$ cat config.mk
export PLATFORM = sky130hd
export DESIGN_NAME = seq_detector_prog
export DESIGN_NICKNAME = d
export VERILOG_FILES = /design/src/rtl/seq_det_pkg.sv /design/src/rtl/seq_det_cfg.sv /design/src/rtl/seq_detector_prog.sv
export SDC_FILE = /design/constraint.sdc
export NUM_CORES = 1
export LEC_CHECK = 0
export ABC_CLOCK_PERIOD_IN_PS = 4700
export CELL_PAD_IN_SITES_DETAIL_PLACEMENT = 0
export CELL_PAD_IN_SITES_GLOBAL_PLACEMENT = 1
export CORE_AREA = 4 4 135 137
export DETAILED_ROUTE_END_ITERATION = 8
export DIE_AREA = 0 0 139 141
export GPL_TIMING_DRIVEN = 0
export PLACE_DENSITY_LB_ADDON = 0.3
export SLEW_MARGIN = 30
export SYNTH_ARGS = -nofsm -noshare
export SYNTH_HDL_FRONTEND = slang
export SYNTH_SLANG_ARGS = --single-unit
$ cat constraint.sdc
create_clock -name CLK -period 4.7 [get_ports CLK]
set_input_delay 0.94 -clock CLK [delete_from_list [all_inputs] [get_ports CLK]]
set_output_delay 0.94 -clock CLK [all_outputs]
set_load 0.005 [all_outputs]
$ cat src/rtl/seq_det_pkg.sv
// Shared constants and helpers for the programmable digit-sequence detector.
package seq_det_pkg;

  localparam int DIGIT_W_DEF = 4;
  localparam int MAX_LEN_DEF = 8;
  localparam int CNT_W_DEF   = 8;

  // Legacy fixed sequence, first digit at index 0.
  localparam int DEFAULT_LEN = 6;
  localparam int DEFAULT_PATTERN [DEFAULT_LEN] = '{1, 0, 2, 2, 1, 0};

  // Reset value of a pattern slot; slots beyond the legacy sequence are 0.
  function automatic int default_digit(input int idx);
    int r;
    r = 0;
    for (int j = 0; j < DEFAULT_LEN; j++) begin
      if (j == idx) r = DEFAULT_PATTERN[j];
    end
    return r;
  endfunction

  // Increment that holds at max_val instead of wrapping.
  function automatic logic [31:0] sat_inc(input logic [31:0] cnt, input logic [31:0] max_val);
    return (cnt >= max_val) ? cnt : cnt + 32'd1;
  endfunction

endpackage

$ cat src/rtl/seq_det_cfg.sv
// Pattern register file and pattern-length register for the sequence detector.
// Out-of-range slot indices and illegal lengths leave the stored state alone.
module seq_det_cfg
  import seq_det_pkg::*;
#(
  parameter int DIGIT_W = DIGIT_W_DEF,
  parameter int MAX_LEN = MAX_LEN_DEF,
  localparam int IDX_W  = $clog2(MAX_LEN),
  localparam int LEN_W  = $clog2(MAX_LEN + 1)
) (
  input  logic                             CLK,
  input  logic                             RST_N,
  input  logic                             i_we,
  input  logic [IDX_W-1:0]                 i_idx,
  input  logic [DIGIT_W-1:0]               i_digit,
  input  logic [LEN_W-1:0]                 i_len,
  output logic [MAX_LEN-1:0][DIGIT_W-1:0]  o_pat,
  output logic [LEN_W-1:0]                 o_len
);

  // Legacy length clipped so a small MAX_LEN still resets to a legal value.
  localparam int RST_LEN = (DEFAULT_LEN <= MAX_LEN) ? DEFAULT_LEN : MAX_LEN;

  logic [MAX_LEN-1:0][DIGIT_W-1:0] r_pat;
  logic [LEN_W-1:0]                r_len;
  logic                            w_len_ok;

  assign w_len_ok = (i_len != '0) && (i_len <= LEN_W'(MAX_LEN));
  assign o_pat    = r_pat;
  assign o_len    = r_len;

  for (genvar s = 0; s < MAX_LEN; s++) begin : g_slot
    localparam logic [DIGIT_W-1:0] RST_DIGIT = DIGIT_W'(default_digit(s));

    // Each slot loads only when the write index names it exactly.
    always_ff @(posedge CLK) begin
      if (!RST_N) begin
        r_pat[s] <= RST_DIGIT;
      end else if (i_we && (i_idx == IDX_W'(s))) begin
        r_pat[s] <= i_digit;
      end
    end
  end

  // Length register accepts only 1..MAX_LEN.
  always_ff @(posedge CLK) begin
    if (!RST_N) begin
      r_len <= LEN_W'(RST_LEN);
    end else if (i_we && w_len_ok) begin
      r_len <= i_len;
    end
  end

endmodule

$ cat src/rtl/seq_detector_prog.sv
// Programmable digit-sequence detector: history shift register, fill counter,
// suffix comparator, registered match pulse and saturating match counter.
module seq_detector_prog
  import seq_det_pkg::*;
#(
  parameter int DIGIT_W = DIGIT_W_DEF,
  parameter int MAX_LEN = MAX_LEN_DEF,
  parameter int CNT_W   = CNT_W_DEF,
  localparam int IDX_W  = $clog2(MAX_LEN),
  localparam int LEN_W  = $clog2(MAX_LEN + 1)
) (
  input  logic               CLK,
  input  logic               RST_N,
  input  logic               I_VALID,
  input  logic [DIGIT_W-1:0] I,
  input  logic               CFG_WE,
  input  logic [IDX_W-1:0]   CFG_IDX,
  input  logic [DIGIT_W-1:0] CFG_DIGIT,
  input  logic [LEN_W-1:0]   CFG_LEN,
  input  logic               OVERLAP,
  input  logic               CNT_CLR,
  output logic               Y,
  output logic [CNT_W-1:0]   MATCH_CNT,
  output logic [LEN_W-1:0]   FILL
);

  logic [MAX_LEN-1:0][DIGIT_W-1:0] w_pat;
  logic [LEN_W-1:0]                w_len;

  logic [MAX_LEN-1:0][DIGIT_W-1:0] r_hist;
  logic [LEN_W-1:0]                r_fill;
  logic                            r_y;
  logic [CNT_W-1:0]                r_cnt;

  logic                            w_accept;
  logic                            w_match;
  logic [IDX_W-1:0]                w_last_idx;
  logic [LEN_W:0]                  w_fill_next_ext;
  logic [LEN_W-1:0]                w_fill_inc;
  logic [CNT_W-1:0]                w_cnt_inc;

  seq_det_cfg #(
    .DIGIT_W (DIGIT_W),
    .MAX_LEN (MAX_LEN)
  ) u_cfg (
    .CLK     (CLK),
    .RST_N   (RST_N),
    .i_we    (CFG_WE),
    .i_idx   (CFG_IDX),
    .i_digit (CFG_DIGIT),
    .i_len   (CFG_LEN),
    .o_pat   (w_pat),
    .o_len   (w_len)
  );

  // A config write swallows any digit presented on the same cycle.
  assign w_accept        = I_VALID && !CFG_WE;
  assign w_fill_next_ext = {1'b0, r_fill} + (LEN_W + 1)'(1);
  assign w_fill_inc      = (r_fill == LEN_W'(MAX_LEN)) ? r_fill : r_fill + LEN_W'(1);
  assign w_cnt_inc       = CNT_W'(sat_inc(32'(r_cnt), 32'({CNT_W{1'b1}})));

  // Compare the incoming digit plus the newest LEN-1 history entries against the pattern.
  always_comb begin
    w_last_idx = IDX_W'(w_len - LEN_W'(1));
    w_match    = w_accept
              && (w_fill_next_ext >= {1'b0, w_len})
              && (I == w_pat[w_last_idx]);
    for (int k = 1; k < MAX_LEN; k++) begin
      if ((LEN_W'(k) < w_len) && (r_hist[k-1] != w_pat[w_last_idx - IDX_W'(k)])) begin
        w_match = 1'b0;
      end
    end
  end

  // History and fill: cleared by config writes and by non-overlapping matches.
  always_ff @(posedge CLK) begin
    if (!RST_N) begin
      r_hist <= '0;
      r_fill <= '0;
    end else if (CFG_WE || (w_match && !OVERLAP)) begin
      r_hist <= '0;
      r_fill <= '0;
    end else if (w_accept) begin
      r_hist <= {r_hist[MAX_LEN-2:0], I};
      r_fill <= w_fill_inc;
    end
  end

  // One-cycle match pulse, registered.
  always_ff @(posedge CLK) begin
    if (!RST_N) begin
      r_y <= 1'b0;
    end else begin
      r_y <= w_match;
    end
  end

  // Match counter; a clear wins over a match on the same edge.
  always_ff @(posedge CLK) begin
    if (!RST_N) begin
      r_cnt <= '0;
    end else if (CNT_CLR) begin
      r_cnt <= '0;
    end else if (w_match) begin
      r_cnt <= w_cnt_inc;
    end
  end

  assign Y         = r_y;
  assign MATCH_CNT = r_cnt;
  assign FILL      = r_fill;

endmodule

==> results of run 1 <==
## state kept, by name (all words and copies together), names as in the netlist
| name | count |
|---|---|
| u_cfg.o_pat | 32 |
| r_hist | 28 |
| MATCH_CNT | 8 |
| FILL | 4 |
| u_cfg.o_len | 4 |
| Y | 1 |
## routing by layer
layer | global-route usage (%) | vias up | part of all wire (%)
met1 | 17.5 | 1814 | 48
met4 | 4.74 | 0 | 1.7
li1 | - | 1826 | -
met5 | 0 | - | 0
met2 | 22.4 | 41 | 48
met3 | 2.78 | 15 | 2.2
## timing repair
action,4_1_cts,5_1_grt
pin swaps,3,1
buffers inserted,2,0
setup endpoints to repair,41,38
resized for setup,25,11
## report_power, final
part	leakage [nW]	switching, W	internal (W)
Combinational	1.45	0.000168	0.000168
Sequential	0.623	0.0000121	0.000662
Clock	0.141	0.000272	0.000437
## Yosys cell counts (4+ instances only)
| cell | count | area, um^2 |
|---|---|---|
| a21oi_1 | 5 | 25.0 |
| ha_1 | 10 | 125 |
| xor2_1 | 21 | 184 |
| clkbuf_1 | 21 | 78.8 |
| nor2b_1 | 32 | 200 |
| dfxtp_1 | 77 | 1540 |
| nand2_1 | 21 | 78.8 |
| mux4_2 | 32 | 721 |
| buf_2 | 10 | 50.1 |
| nor3_1 | 37 | 185 |
| buf_4 | 4 | 30.0 |
| xnor2_1 | 17 | 149 |
| nand2b_1 | 10 | 62.6 |
| inv_1 | 10 | 37.5 |
| nand4_1 | 6 | 37.5 |
| mux2i_1 | 109 | 1090 |
| nand3_1 | 6 | 30.0 |
## layout make-up
cell class,instances,area share (%)
inverters,12,0.790
well taps,225,4.68
plain buffers,34,4.03
clock buffers,12,4.26
repair buffers,29,4.74
flip-flops and latches,77,25.7
multi-input cells,350,55.1
clock inverters,3,0.749
## worst max-delay path, delay by kind of cell (launching register included)
kind | cells | cell delay, ps
and+or+nand+nor | 3 | 1250
DFF | 1 | 380
xor gates and xnor gates | 1 | 180
adders and majority gates | 1 | 290
buffers and inverters | 7 | 1100
AOI/OAI and AO/OA | 2 | 690
muxes | 2 | 570
## logic make-up after synthesis
logic type | share of synthesized area [%]
muxes | 36.0
and+or+nand+nor | 14.3
DFF | 30.7
buffers and inverters | 4.33
xor gates and xnor gates | 7.52
AOI/OAI and AO/OA | 4.63
adders and majority gates | 2.49
## layout by cell type, fill, tap and decap left out, drive strengths merged, types with 2 or more instances in the layout
cell           count
mux2i            109
dfxtp             77
nor3              37
nor2b             32
mux4              32
clkbuf            31
clkdlybuf4s50     27
xor2              21
nand2             21
xnor2             17
buf               17
inv               11
nand2b            10
ha                10
nand4              6
nand3              6
a21oi              5
a2111oi            4
a211oi             4
nor2               3
nor3b              3
nand4b             3
o21ai              3
xnor3              2
clkinvlp           2
## per-stage QoR
step	setup WS, ps	instance area, um^2
finish	134	6020
global route	26.2	6020
CTS	26.1	5970
detailed placement	-627	5580
global placement	-624	5580
floorplan	239	5030
## worst max path at each step
stage	slack (ps)	endpoint
6_report	130	MATCH_CNT[7]
5_1_grt	30	MATCH_CNT[7]
4_1_cts	30	MATCH_CNT[7]
3_5_place_dp	-630	r_hist[15]
3_3_place_gp	-620	r_hist[15]
2_1_floorplan	240	MATCH_CNT[7]
==> key figures, run 1 <==
Status
  – Outcome: finished, final reports clean

Floorplan
  – Die H: roughly 140 um
  – Top Ports: 34
  – Row count: between 40 and 50
  – Initial Util: 29.5%
  – Core area: around 17000 um^2
  – Chip Width: roughly 140 um
  – DIE AREA: 19600 um^2

Global route
  – GRT Residual Overflow: 0
  – First-pass GRT wire length: about 20000 um
  – Pin count of the biggest net entering global routing: 13
  – Initial antenna violation count: 0
  – GR Util All Layers: 13.5%
  – Number of global-route vias before repair: around 3700

STA
  – Final setup fails: 0
  – Final Hold Viols: 0
  – Final hold slack: ~500 ps
  – Tmin final: 4570 ps
  – Setup_tns: 0 ps
  – Final period util: a little over nine tenths
  – Actual slew at the worst max-slew pin: slightly below 1000 ps
  – Maximum clock frequency: approximately 0.22 GHz
  – Slew headroom: around a third
  – Max Slew Vio Count: 0
  – RSZ-0062 raised after global routing: false
  – Final Skew: 8.57 ps

Critical path
  – Most used cell, CP: buf_4
  – Crit path capture type: flop
  – Crit Reg-Reg Endpoint: MATCH_CNT[7]
  – Crit Path Category: reg2reg
  – Worst path required time: ~5000 ps
  – Crit Reg-Reg Startpoint: u_cfg.o_len[0]
  – Worst R2R Path Depth: 16
  – Startpoint types: flop
  – Worst Setup SP: u_cfg.o_len[0]
  – Reg2reg setup slack: between 100 and 150 ps
  – CP arrival: a little under 5000 ps
  – Critical-path cell list: buf_12, buf_8, inv_4, buf_4, ha_1, buf_4, buf_8, mux4_2, mux2i_2, xor2_1, nand4_1, or4_4, or4b_1, buf_4, a2111o_1, a221oi_2
  – CP max stage cell: or4_4
  – CP Max Fanout: 10
  – Slowest stage delay, CP: a little under 600 ps

Worst hold path
  – Worst hold endpoint: MATCH_CNT[1]
  – Worst Hold Class: reg2reg
  – Hold path start: MATCH_CNT[1]
  – Hold Path Cell Cnt: 2

Run
  – Total of max-cap violations: 0

Yosys
  – Yosys synthesis warning count: 0
  – Gate Count Post-Synth: roughly 480
  – Post-synth EDFFs: 0
  – Seq/Total Area, Yosys: 30.7%
  – Asr flop ratio synth: 0%
  – Synthesized Nets: about 510
  – Syn Area/Cell: between 10 and 15 um^2
  – Number of synthesized register bits: 77
  – Synth Flop Type: dfxtp_1
  – Distinct cells, synth: 52
  – Synth Cell Area: between 5000 and 6000 um^2

Routing
  – Post-DRT Antenna Nets: 0
  – Final wirelength: 13100 um
  – 1st-iter DRT viols: between 150 and 200
  – DRC viols: 0
  – Vias: about 3700
  – Per-cell routed wire length: ~18 um
  – Drt first pass iters: 4
  – Via density: around 5

Finish
  – FILL cells: around 1800
  – Area grow syn2layout: 19.7%
  – # nets final: 544
  – Register Area: approximately 1500 um^2
  – Diode count: 0
  – Post-route insts no fill: around 740
  – Combined area of the multi-input logic cells: around 3300 um^2
  – Post-layout utilization of the core: around a third
  – Share of cells above drive strength 1: 14.9%

Power
  – Max IR drop VDD: 0.000206 V
  – Pwr Total: 0.00172 W
  – Pwr/cell area: ~290 nW/um^2
  – Leakage power: 2.22 nW

Placed design
  – Dpl hpwl: approximately 10000 um
  – Placed Instances: just over 700
  – GPL Wtd Cong: around 0.84
  – I/O Buffers: 27

Clocking
  – Clock buffer depth: 2
  – H-tree depth: 3
  – CTS Buf Count: 9
  – Clk sinks: slightly below 80
  – Worst skew pair latency: between 300 and 400 ps
  – CTS root buffer: clkbuf_16
  – Worst-path clk slew: roughly 60 ps
  – CTS tree: done
  – Cts hold-fix bufs: 0
Power figures use the tool's default switching activity.
==> run 2: changes to the inputs <==
Settings changed: CORE_AREA 4 4 135 137 to 10 10 141 143, DIE_AREA 0 0 139 141 to 0 0 151 153, HOLD_SLACK_MARGIN set to 0.12.
==> run 2 against run 1 <==
  * Worst hold slack worse by 3.3 ps
  * Clock power down 11%
  * First-iteration DRC count is 42% higher
  * Fmax grew 2.1%
==> key figures, run 2 (same netlist as run 1, synthesis figures left out) <==
Placed design
  – GPL Wtd Cong: 0.856 (was 0.842)
  – Dpl hpwl: 10700 um (was 10400 um)
  – Area of placed instances: 5580 um^2 (unchanged)
  – Placed Instances: 727 (unchanged)
  – I/O Buffers: 27 (unchanged)

Global route
  – Number of global-route vias before repair: 3715 (was 3666)
  – GRT Residual Overflow: 0 (unchanged)
  – Initial antenna violation count: 0 (unchanged)
  – GR Util All Layers: 11.7% (was 13.5%)
  – First-pass GRT wire length: 21400 um (was 20500 um)
  – Pin count of the biggest net entering global routing: 12 (was 13)

Clocking
  – Cts hold-fix bufs: 0 (unchanged)
  – CTS Buf Count: 9 (unchanged)
  – Clock buffer depth: 2 (unchanged)
  – CTS tree: done (unchanged)
  – Worst skew pair latency: 340 ps (was 350 ps)
  – Clk sinks: 77 (unchanged)
  – CTS root buffer: clkbuf_16 (unchanged)
  – Worst-path clk slew: 60 ps (about the same)
  – H-tree depth: 3 (unchanged)

Finish
  – Combined area of the multi-input logic cells: 3310 um^2 (about the same)
  – Commonest non-fill, non-tap cells in the layout: 107 x mux2i_1, 76 x dfxtp_1, 37 x nor3_1, 32 x nor2b_1, 32 x mux4_2 (unchanged)
  – Diode count: 0 (unchanged)
  – Register Area: 1550 um^2 (unchanged)
  – Final instance area: 6000 um^2 (was 6020 um^2)
  – Area grow syn2layout: 19.3% (was 19.7%)
  – Share of cells above drive strength 1: 14.9% (about the same)
  – Post-route insts no fill: 743 (was 742)
  – FILL cells: 1733 (was 1752)
  – # nets final: 545 (was 544)
  – Leading cell type in the layout, fill and taps excluded: mux2i_1 (unchanged)
  – Number of flip-flops under the largest register name: 32 (unchanged)
  – Post-layout utilization of the core: 35.2% (was 35.3%)

Worst hold path
  – Hold path start: MATCH_CNT[1] (unchanged)
  – Hold Path Cell Cnt: 2 (unchanged)
  – Worst hold endpoint: MATCH_CNT[1] (unchanged)
  – Worst Hold Class: reg2reg (unchanged)

Critical path
  – Worst R2R Path Depth: 16 (unchanged)
  – Crit Reg-Reg Endpoint: MATCH_CNT[7] (unchanged)
  – Reg2reg setup slack: 230 ps (was 130 ps)
  – CP Max Fanout: 10 (unchanged)
  – CP arrival: 4720 ps (was 4830 ps)
  – Crit Reg-Reg Startpoint: u_cfg.o_len[0] (unchanged)
  – Worst path required time: 4950 ps (was 4960 ps)
  – Startpoint types: flop (unchanged)
  – Crit path capture type: flop (unchanged)
  – Crit Path Category: reg2reg (unchanged)

Floorplan
  – Die H: 153 um (was 141 um)
  – Row count: 48 (unchanged)
  – Chip Width: 151 um (was 139 um)
  – Top Ports: 34 (unchanged)
  – Initial Util: 29.5% (unchanged)
  – DIE AREA: 23100 um^2 (was 19600 um^2)
  – Core area: 17100 um^2 (unchanged)

STA
  – Final Hold Viols: 0 (unchanged)
  – RSZ-0062 raised after global routing: false (unchanged)
  – Maximum clock frequency: 0.224 GHz (was 0.219 GHz)
  – Final Skew: 6.71 ps (was 8.57 ps)
  – Max Slew Vio Count: 0 (unchanged)
  – Tmin final: 4470 ps (was 4570 ps)
  – Slew headroom: 36.6% (was 34.5%)
  – Final hold slack: 494 ps (was 497 ps)
  – Final period util: 95.1% (was 97.2%)
  – Final setup fails: 0 (unchanged)
  – Actual slew at the worst max-slew pin: 944 ps (was 980 ps)

Power
  – Switching fraction of total power: 26.8% (was 26.3%)
  – Clk network pwr share: 38.3% (was 41.3%)
  – Switch Pwr: 0.000439 W (was 0.000452 W)
  – Max IR drop VDD: 0.000262 V (was 0.000206 V)
  – Pwr/cell area: 274 nW/um^2 (was 286 nW/um^2)
  – Power Internal: 0.00120 W (was 0.00127 W)
  – Seq pwr share: 41.1% (was 39.2%)
  – Comb pwr share: 20.6% (was 19.5%)
  – Leakage power: 2.21 nW (was 2.22 nW)

Run
  – Total of max-cap violations: 0 (unchanged)

Routing
  – DRC viols: 0 (unchanged)
  – Post-DRT Antenna Nets: 0 (unchanged)
  – Vias: 3718 (was 3696)
  – 1st-iter DRT viols: 260 (was 183)
  – Final wirelength: 13300 um (was 13100 um)
  – Per-cell routed wire length: 17.9 um (was 17.6 um)
  – Via density: 5.00 (was 4.98)
  – Drt first pass iters: 4 (unchanged)

Status
  – Outcome: finished, final reports clean (unchanged)
run 2: stage by stage:
step	total power [W]	TNS, ps	worst slack (ps)
after floorplan	0.000924	0	239
after global placement	0.00100	-21310	-607
after detailed placement	0.00100	-19860	-566
after CTS	0.00165	0	8.93
after global routing	0.00171	0	12.6
final	0.00164	0	229
run 2: layout make-up:
cell class	count	share of cell area, %
Buffer	34	4.26
Clock buffer	13	4.17
Multi-Input combinational cell	350	55.3
Sequential cell	77	25.8
Inverter	12	0.793
Timing Repair Buffer	30	4.88
Tap cell	225	4.69
Clock inverter	2	0.167
run 2: power by group through the flow:
stage	Combinational, W	Sequential, W	Clock, W
finish	0.000338	0.000674	0.000629
global route	0.000365	0.000675	0.000672
CTS	0.000328	0.000674	0.000647
detailed placement	0.000315	0.000688	0
global placement	0.000313	0.000688	0
floorplan	0.000241	0.000684	0
run 2: worst max path at each step:
stage                     depth (start not counted)            from           end  slack, ps
after global routing                             16  u_cfg.o_len[0]  MATCH_CNT[7]         10
after detailed placement                         17  u_cfg.o_len[0]       FILL[1]       -570
final                                            16  u_cfg.o_len[0]  MATCH_CNT[7]        230
after floorplan                                  17  u_cfg.o_len[0]  MATCH_CNT[7]        240
after CTS                                        16  u_cfg.o_len[0]  MATCH_CNT[7]          9
after global placement                           17  u_cfg.o_len[0]    r_hist[15]       -610
run 2: timing repair:
item	4_1_cts	5_1_grt
pin swaps	1	4
setup buffers	2	1
gates resized for setup	23	16
setup endpoints to repair	41	40
run 2: routing by layer:
layer / global-route usage [%] / routed length, um / vias to the layer above
met5: 0 / 0 / -
met4: 3.16 / 144 / 0
met3: 2.45 / 400 / 11
met2: 18.8 / 6460 / 55
met1: 15.6 / 6270 / 1830
li1: - / - / 1822
run 2: worst max-delay path: stages (launching register included):
cell and delay [ps]:
dfxtp_4 360, buf_8 150, buf_12 150, inv_4 120, buf_4 230, ha_1 260
buf_6 150, buf_12 150, mux4_2 330, mux2i_2 220, xor2_1 160, nand4_1 130
or4_4 560, or4b_1 510, buf_4 200, a2111o_1 430, a221oi_2 260
==> run 3: changes to the inputs <==
Settings changed: CAP_MARGIN set to 20, CORE_AREA 10 10 141 143 to 10 10 133 135, DIE_AREA 0 0 151 153 to 0 0 143 145, GPL_TIMING_DRIVEN 0 to unset.
==> run 3 against run 2 <==
  * Clock-buffer cell count fell by 1
  * Combinational power fell by 6.5%
  * Critical path depth fell by 6
  * Worst setup slack improved by 200 ps
  * Design area fell by 2.0%
  * First-iteration DRC count rose by 4.2%
  * Global-route usage rose by 0.42 points
  * Wire length fell by 5.5%
  * Non-clock buffer count fell by 20
  * Clock skew rose by 4.7 ps
  * Die area fell by 10%
  * Critical path type unchanged
  * Largest power group is now clock
==> key figures, run 3 (same netlist as run 1, synthesis figures left out) <==
Critical path
  – Startpoint types: flop (unchanged)
  – CP Max Fanout: 20 (was 10)
  – Worst Setup SP: u_cfg.o_len[0] (unchanged)
  – Worst path required time: 4960 ps (was 4950 ps)
  – CP arrival: 4540 ps (was 4720 ps)
  – Worst R2R Path Depth: 10 (was 16)
  – Crit path capture type: flop (unchanged)
  – Crit Path Category: reg2reg (unchanged)
  – Crit Reg-Reg Startpoint: u_cfg.o_len[0] (unchanged)

Status
  – Outcome: finished, final reports clean (unchanged)

Power
  – Power Internal: 0.00133 W (was 0.00120 W)
  – Comb pwr share: 18.0% (was 20.6%)
  – Pwr Total: 0.00176 W (was 0.00164 W)
  – Switch Pwr: 0.000433 W (was 0.000439 W)
  – Leakage power: 2.19 nW (was 2.21 nW)
  – Switching fraction of total power: 24.6% (was 26.8%)
  – Max IR drop VDD: 0.000185 V (was 0.000262 V)
  – Clk network pwr share: 43.7% (was 38.3%)
  – Pwr/cell area: 299 nW/um^2 (was 274 nW/um^2)
  – Seq pwr share: 38.3% (was 41.1%)

Clocking
  – Resize count post-CTS: 0 (was 23)
  – CTS tree: done (unchanged)
  – Postcts setup bufs: 0 (was 2)
  – Clk sinks: 77 (unchanged)
  – Clock buffer depth: 2 (unchanged)
  – H-tree depth: 3 (unchanged)
  – Worst skew pair latency: 340 ps (about the same)
  – Worst-path clk slew: 60 ps (about the same)
  – Cts hold-fix bufs: 0 (unchanged)
  – CTS Buf Count: 9 (unchanged)
  – CTS root buffer: clkbuf_16 (unchanged)

Global route
  – Number of global-route vias before repair: 3545 (was 3715)
  – GR Util All Layers: 12.2% (was 11.7%)
  – Pin count of the biggest net entering global routing: 40 (was 12)
  – Global route hottest layer: met2 (unchanged)
  – Global routing met2 resource utilization: 18.9% (was 18.8%)
  – Grt met3 use: 2.51% (was 2.45%)
  – M1 GR Usage: 16.5% (was 15.6%)
  – GRT Residual Overflow: 0 (unchanged)
  – Initial antenna violation count: 0 (unchanged)
  – First-pass GRT wire length: 20100 um (was 21400 um)

Finish
  – Combined area of the multi-input logic cells: 3290 um^2 (was 3310 um^2)
  – Area grow syn2layout: 17.0% (was 19.3%)
  – Diode count: 0 (unchanged)
  – Share of cells above drive strength 1: 13.1% (was 14.9%)
  – FILL cells: 1458 (was 1733)
  – # nets final: 525 (was 545)
  – Final instance area: 5880 um^2 (was 6000 um^2)
  – Commonest non-fill, non-tap cells in the layout: 109 x mux2i_1, 77 x dfxtp_1, 37 x nor3_1, 33 x clkdlybuf4s50_1, 32 x mux4_2 (was 107 x mux2i_1, 76 x dfxtp_1, 37 x nor3_1, 32 x nor2b_1, 32 x mux4_2)
  – Register Area: 1540 um^2 (was 1550 um^2)
  – Number of flip-flops under the largest register name: 32 (unchanged)
  – Leading cell type in the layout, fill and taps excluded: mux2i_1 (unchanged)

Floorplan
  – Top Ports: 34 (unchanged)
  – Initial Util: 33.4% (was 29.5%)
  – Chip Width: 143 um (was 151 um)
  – DIE AREA: 20700 um^2 (was 23100 um^2)
  – Die H: 145 um (was 153 um)
  – Core area: 15000 um^2 (was 17100 um^2)
  – Row count: 45 (was 48)

STA
  – Final hold slack: 496 ps (was 494 ps)
  – Tmin final: 4270 ps (was 4470 ps)
  – Final Skew: 11.4 ps (was 6.71 ps)
  – Final period util: 90.9% (was 95.1%)
  – Slew headroom: 35.9% (was 36.6%)
  – Final Hold Viols: 0 (unchanged)
  – Max Slew Vio Count: 0 (unchanged)
  – Final setup fails: 0 (unchanged)
  – Actual slew at the worst max-slew pin: 954 ps (was 944 ps)
  – Maximum clock frequency: 0.234 GHz (was 0.224 GHz)
  – RSZ-0062 raised after global routing: false (unchanged)
  – Setup_tns: 0 ps (unchanged)

Worst hold path
  – Hold path start: MATCH_CNT[1] (unchanged)
  – Hold Path Cell Cnt: 2 (unchanged)
  – Worst Hold Class: reg2reg (unchanged)

Placed design
  – I/O Buffers: 33 (was 27)
  – Area of placed instances: 5530 um^2 (was 5580 um^2)
  – GPL Wtd Cong: 0.832 (was 0.856)
  – Dpl hpwl: 9720 um (was 10700 um)

Routing
  – DRC viols: 0 (unchanged)
  – Per-cell routed wire length: 18.3 um (was 17.9 um)
  – Via density: 5.32 (was 5.00)
  – Drt first pass iters: 5 (was 4)
  – Final wirelength: 12500 um (was 13300 um)
  – Post-DRT Antenna Nets: 0 (unchanged)
  – Vias: 3648 (was 3718)
  – 1st-iter DRT viols: 271 (was 260)

Run
  – Total of max-cap violations: 0 (unchanged)
## run 3: cell type report
type / count / share of cell area (%)
multi-input cells: 350 / 56.0
flip-flops and latches: 77 / 26.2
repair buffers: 44 / 7.24
clock buffers: 12 / 4.53
well taps: 188 / 4.00
clock inverters: 3 / 1.15
inverters: 12 / 0.809
## run 3: routing by layer
layer,part of all wire (%),vias to the layer above
met4,0.78,0
met2,48,54
met1,48,1806
met3,2.8,10
li1,-,1778
met5,0,-
## run 3: worst paths after layout
kind,to,slack [ps]
max,MATCH_CNT[5],430
min,MATCH_CNT[1],500
max reg2reg,MATCH_CNT[5],430
min reg2reg,MATCH_CNT[1],500
## run 3: per-stage QoR
step	std cells	setup slack, ps	util [%]
global placement	671	363	36.8
floorplan	475	239	-
global route	686	150	39.1
CTS	686	258	39.0
detailed placement	671	296	36.8
finish	686	426	39.1
## run 3: power groups by stage
stage	registers [W]	logic, W	clock network (W)
global placement	0.000688	0.000313	0
floorplan	0.000684	0.000241	0
CTS	0.000674	0.000317	0.000789
finish	0.000674	0.000316	0.000770
detailed placement	0.000688	0.000316	0
global route	0.000675	0.000341	0.000818
## run 3: critical path, stage by stage (launching register included)
cell and delay (ps):
dfxtp_1 370, buf_4 320, ha_1 220, xnor3_1 460
mux2i_1 270, xor2_1 240, nand4_1 150, or4_1 560
or4b_1 740, a2111oi_1 620, mux2i_1 240
==> edit 1 (settings of run 2) <==
Set the package constant `DIGIT_W_DEF` to 5 (it was 4).
--- a/src/rtl/seq_det_pkg.sv
+++ b/src/rtl/seq_det_pkg.sv
@@ -1,7 +1,7 @@
 // Shared constants and helpers for the programmable digit-sequence detector.
 package seq_det_pkg;
 
-  localparam int DIGIT_W_DEF = 4;
+  localparam int DIGIT_W_DEF = 5;
   localparam int MAX_LEN_DEF = 8;
   localparam int CNT_W_DEF   = 8;
 
Interface: changed (resized CFG_DIGIT and I); port bits go from 34 to 36. The function was not compared with the original's and may differ.
==> edit 1 against run 2 <==
- synthesized area grew 19%
- total power grew 12%
- setup slack gained 0.029 ns
- clock power grew 3.8%
- final area grew 15%
- critical endpoint is now r_hist[2]
- sequential cell count grew 15
- cell count grew 10%
- worst hold slack gained 0.032 ns
- via count grew 14%
- wire length grew 20%
- synthesized cell count grew 16%
- sequential power grew 19%
- core utilization grew 5.4 points
==> edit 1: results <==
export IMPL_drive_above_1_share=0.163
export IMPL_fillerInstances=1706
export IMPL_wl_met3_um=368
export IMPL_seq_area_frac_synth=0.307
export IMPL_tightestPinTransition_ns=0.747
export IMPL_critPathArrivalTime_ns=4.68
export IMPL_place_ws_ns=-0.345
export IMPL_wl_met1_mm=7.41
export IMPL_nets=624
export IMPL_status="complete, no violations"
export IMPL_power_leakage_nw=2.61
export IMPL_synth_xor_area_frac=0.0747
export IMPL_synth_area_mux_share=0.375
export IMPL_finClkSkew_ns=0.00681
export IMPL_netlist_top_cells_area="dfxtp_1 31%, mux2i_1 22%, mux4_2 16%, nor2b_1 7.9%, xnor2_1 4.1%"
export IMPL_routedWlPerCell_um=19.4
export IMPL_ys_types=42
export IMPL_grt_pass1_wl_mm=25.3
export IMPL_synth_commonest_cells="130 x mux2i_1, 92 x dfxtp_1, 76 x nor2b_1"
export IMPL_synth_compound_area_share=0.0359
export IMPL_largest_register_ffs=40
export IMPL_synth_fa_ha_area_frac=0.0209
export IMPL_route_met2_wl_mm=7.92
export IMPL_vdd_drop_max_v=0.000175
export IMPL_globalplace_congestion=0.868
export IMPL_io_buffers=26
export IMPL_grt_pass1_vias=4415
export IMPL_viasPerCell=5.19
export IMPL_initialDrtViolationCount=304
export IMPL_rr_worst_depth=19
export IMPL_grt_max_degree=14
## edit 1: changes by cell type after synthesis, moves of 5 or more
cell      before  now
nor3_1        37    5
mux4_2        32   42
nor2_1         3   11
dfxtp_1       77   92
mux2i_1      109  130
buf_6          1    6
nor2b_1       32   76
xnor2_1       17   28
nand2b_1      10    3
o21ai_0        2   10
## edit 1: final cells by class
class,count,area [um2],share of cell area
plain buffers,40,244,0.0352
inverters,11,41.3,0.00596
clock buffers,11,243,0.0350
multi-input cells,408,3970,0.574
well taps,225,282,0.0407
flip-flops and latches,92,1850,0.266
clock inverters,3,15.0,0.00217
repair buffers,29,283,0.0408
## edit 1: path summary, 6_finish.rpt
kind,end,slack [ns],startpoint
max,r_hist[2],0.26,u_cfg.o_len[0]
min,u_cfg.o_pat[16],0.53,u_cfg.o_pat[16]
max reg2reg,r_hist[2],0.26,u_cfg.o_len[0]
min reg2reg,u_cfg.o_pat[16],0.53,u_cfg.o_pat[16]
## edit 1: power breakdown
| part | internal, W | leakage [nW] | switching (W) |
|---|---|---|---|
| Clock | 0.000364 | 0.131 | 0.000289 |
| Combinational | 0.000188 | 1.74 | 0.000197 |
| Sequential | 0.000790 | 0.744 | 0.0000150 |
## edit 1: layer usage
metal  vias up  track usage
met5         -            0
met4         0       0.0426
met3        15       0.0224
met2        46        0.237
met1      2122        0.182
li1       2064            -
## edit 1: worst max-delay path, stage by stage (launching register included)
cell and delay [ns]:
dfxtp_4 0.39, buf_6 0.16, buf_8 0.17, inv_1 0.08
buf_2 0.21, ha_1 0.32, buf_6 0.16, buf_8 0.17
buf_6 0.17, mux4_2 0.34, mux2i_1 0.18, xor2_1 0.21
nand4_1 0.18, or2_4 0.32, o41ai_4 0.41, and4bb_2 0.32
a21oi_2 0.09, buf_6 0.15, buf_6 0.13, nor2b_1 0.12
## edit 1: kinds of logic (layout without fill, tap and decap cells)
group | after synthesis | count (layout)
compound gates | 30 | 30
xor+xnor | 48 | 48
fa+ha+maj | 10 | 10
buf+inv | 51 | 94
flops | 92 | 92
mux | 172 | 172
simple gates | 148 | 148
## edit 1: per-stage QoR
| step | TNS (ns) | utilization | hold WS, ns | area, um2 | std cells |
|---|---|---|---|---|---|
| 5_1_grt | 0 | 0.406 | 0.552 | 6930 | 819 |
| 4_1_cts | 0 | 0.401 | 0.527 | 6850 | 817 |
| 3_5_place_dp | -10.66 | 0.385 | 0.512 | 6560 | 802 |
| 6_report | 0 | 0.406 | 0.527 | 6930 | 819 |
| 3_3_place_gp | -7.54 | 0.383 | 0.508 | 6540 | 802 |
| 2_1_floorplan | 0 | - | 0.480 | 6000 | 551 |
## edit 1: timing repair
action	4_1_cts	5_1_grt
gates resized for setup	6	16
setup endpoints to repair	43	45
pin swaps	1	5
cloned	0	0
hold buffers	0	0
buffers inserted	1	2
==> edit 2 (flow settings as in run 2) <==
Without the edit above. Add an input register stage for `CFG_LEN`, cleared by the reset; this delays it by one clock. The other inputs are not delayed to match.
--- a/src/rtl/seq_detector_prog.sv
+++ b/src/rtl/seq_detector_prog.sv
@@ -24,6 +24,16 @@
   output logic [LEN_W-1:0]   FILL
 );
 
+  logic [LEN_W-1:0] CFG_LEN_q;
+
+  always_ff @(posedge CLK) begin
+    if (!RST_N) begin
+      CFG_LEN_q <= '0;
+    end else begin
+      CFG_LEN_q <= CFG_LEN;
+    end
+  end
+
   logic [MAX_LEN-1:0][DIGIT_W-1:0] w_pat;
   logic [LEN_W-1:0]                w_len;
 
@@ -48,7 +58,7 @@
     .i_we    (CFG_WE),
     .i_idx   (CFG_IDX),
     .i_digit (CFG_DIGIT),
-    .i_len   (CFG_LEN),
+    .i_len   (CFG_LEN_q),
     .o_pat   (w_pat),
     .o_len   (w_len)
   );
Behaviour: not the same (a bounded check fails within 4 cycles, from zero or initial values and one cycle with RST_N low).
==> edit 2 against run 2 <==
- critical path type unchanged
- wire length rose by 7.2%
- clock skew barely moved
- sequential cell count rose by 4
- setup slack improved by 0.065 ns
- clock power rose by 20%
- critical endpoint is now MATCH_CNT[3]
- synthesized area rose by 2.5%
- final area rose by 1.0%
- largest power group is now the clock network
- total power rose by 11%
==> edit 2: results <==
export IMPL_power_leakage_nw=2.40
export IMPL_drt_total_wl_mm=14.2
export IMPL_netlist_top_cells_area="dfxtp_1 31%, mux2i_1 19%, mux4_2 11%, nor2_1 5.0%, xor2_1 4.8%"
export IMPL_nets=587
export IMPL_grt_usage=0.127
export IMPL_cp_slowest_stage_delay_ns=0.45
export IMPL_vias=4000
export IMPL_finClkSkew_ns=0.00635
export IMPL_rr_worst_depth=16
export IMPL_place_hpwl_mm=11.4
export IMPL_synth_commonest_cells="98 x mux2i_1, 81 x dfxtp_1, 68 x nor2_1"
export IMPL_viasPerCell=5.09
export IMPL_fin_ws_ns=0.295
export IMPL_min_to="u_cfg.o_len[2]"
export IMPL_critPathArrivalTime_ns=4.68
export IMPL_status="complete, no violations"
export IMPL_place_ws_ns=-0.643
export IMPL_vdd_drop_max_v=0.000178
export IMPL_avgSynthCellArea_um2=9.99
export IMPL_ys_types=53
export IMPL_hold_start="CFG_LEN_q[2]"
export IMPL_crit_family="buffers and inverters"
export IMPL_slowest_stage="dfxtp_2"
export IMPL_hold_path_class="reg2reg"
export IMPL_p_switching_w=0.000495
export IMPL_grt_pass1_wl_mm=22.9
export IMPL_drive_above_1_share=0.146
export IMPL_grt_max_degree=15
export IMPL_initialDrtViolationCount=290
export IMPL_grtUsageMet2=0.203
export IMPL_diodes=0
export IMPL_grt_use_met1=0.167
export IMPL_tightestPinTransition_ns=0.841
export IMPL_seq_area_frac_synth=0.315
export IMPL_synth_nets=547
export IMPL_r2r_end="MATCH_CNT[3]"
==> edit 2: cell count changes in the layout (fill, tap and decap cells not counted), sizes merged, moves of 5 or more <==
cell	delta
a21oi	+8
mux2	+12
mux2i	-11
mux4	-6
nand3	+6
nor2	+65
nor2b	-29
nor3	-24
xnor2	-5
xor2	+7
==> edit 2: layout make-up <==
cell class | instances | area (um2)
Fill cell | 1739 | 11000
Multi-Input combinational cell | 387 | 3300
Sequential cell | 81 | 1620
Timing Repair Buffer | 29 | 285
Tap cell | 225 | 282
Clock buffer | 9 | 225
Buffer | 36 | 203
Clock inverter | 7 | 95.1
Inverter | 12 | 46.3
==> edit 2: logic make-up after synthesis <==
family                   count (synthesis)  synth area share
buffers and inverters                   48            0.0457
AO/OA/AOI/OAI                           48            0.0682
AND/OR/NAND/NOR                        151             0.139
XOR/XNOR                                42            0.0767
flip-flops                              81             0.315
adder cells (fa/ha/maj)                 10            0.0243
multiplexers                           136             0.331
==> edit 2: power by group through the flow <==
stage / clock (W) / combinational (W) / sequential, W
2_1_floorplan: 0 / 0.000262 / 0.000723
3_3_place_gp: 0 / 0.000346 / 0.000729
3_5_place_dp: 0 / 0.000351 / 0.000730
4_1_cts: 0.000770 / 0.000352 / 0.000714
5_1_grt: 0.000802 / 0.000382 / 0.000716
6_report: 0.000752 / 0.000352 / 0.000715
==> edit 2: what timing repair did <==
item / 4_1_cts / 5_1_grt
setup endpoints to repair: 41 / 39
pin swaps: 1 / 0
cloned: 0 / 0
resized for setup: 3 / 6
buffers inserted: 2 / 0
==> edit 2: routing by layer <==
metal | part of all wire | wire (um)
met4 | 0.014 | 204
met2 | 0.49 | 6920
met5 | 0 | 0
met1 | 0.47 | 6670
met3 | 0.030 | 421
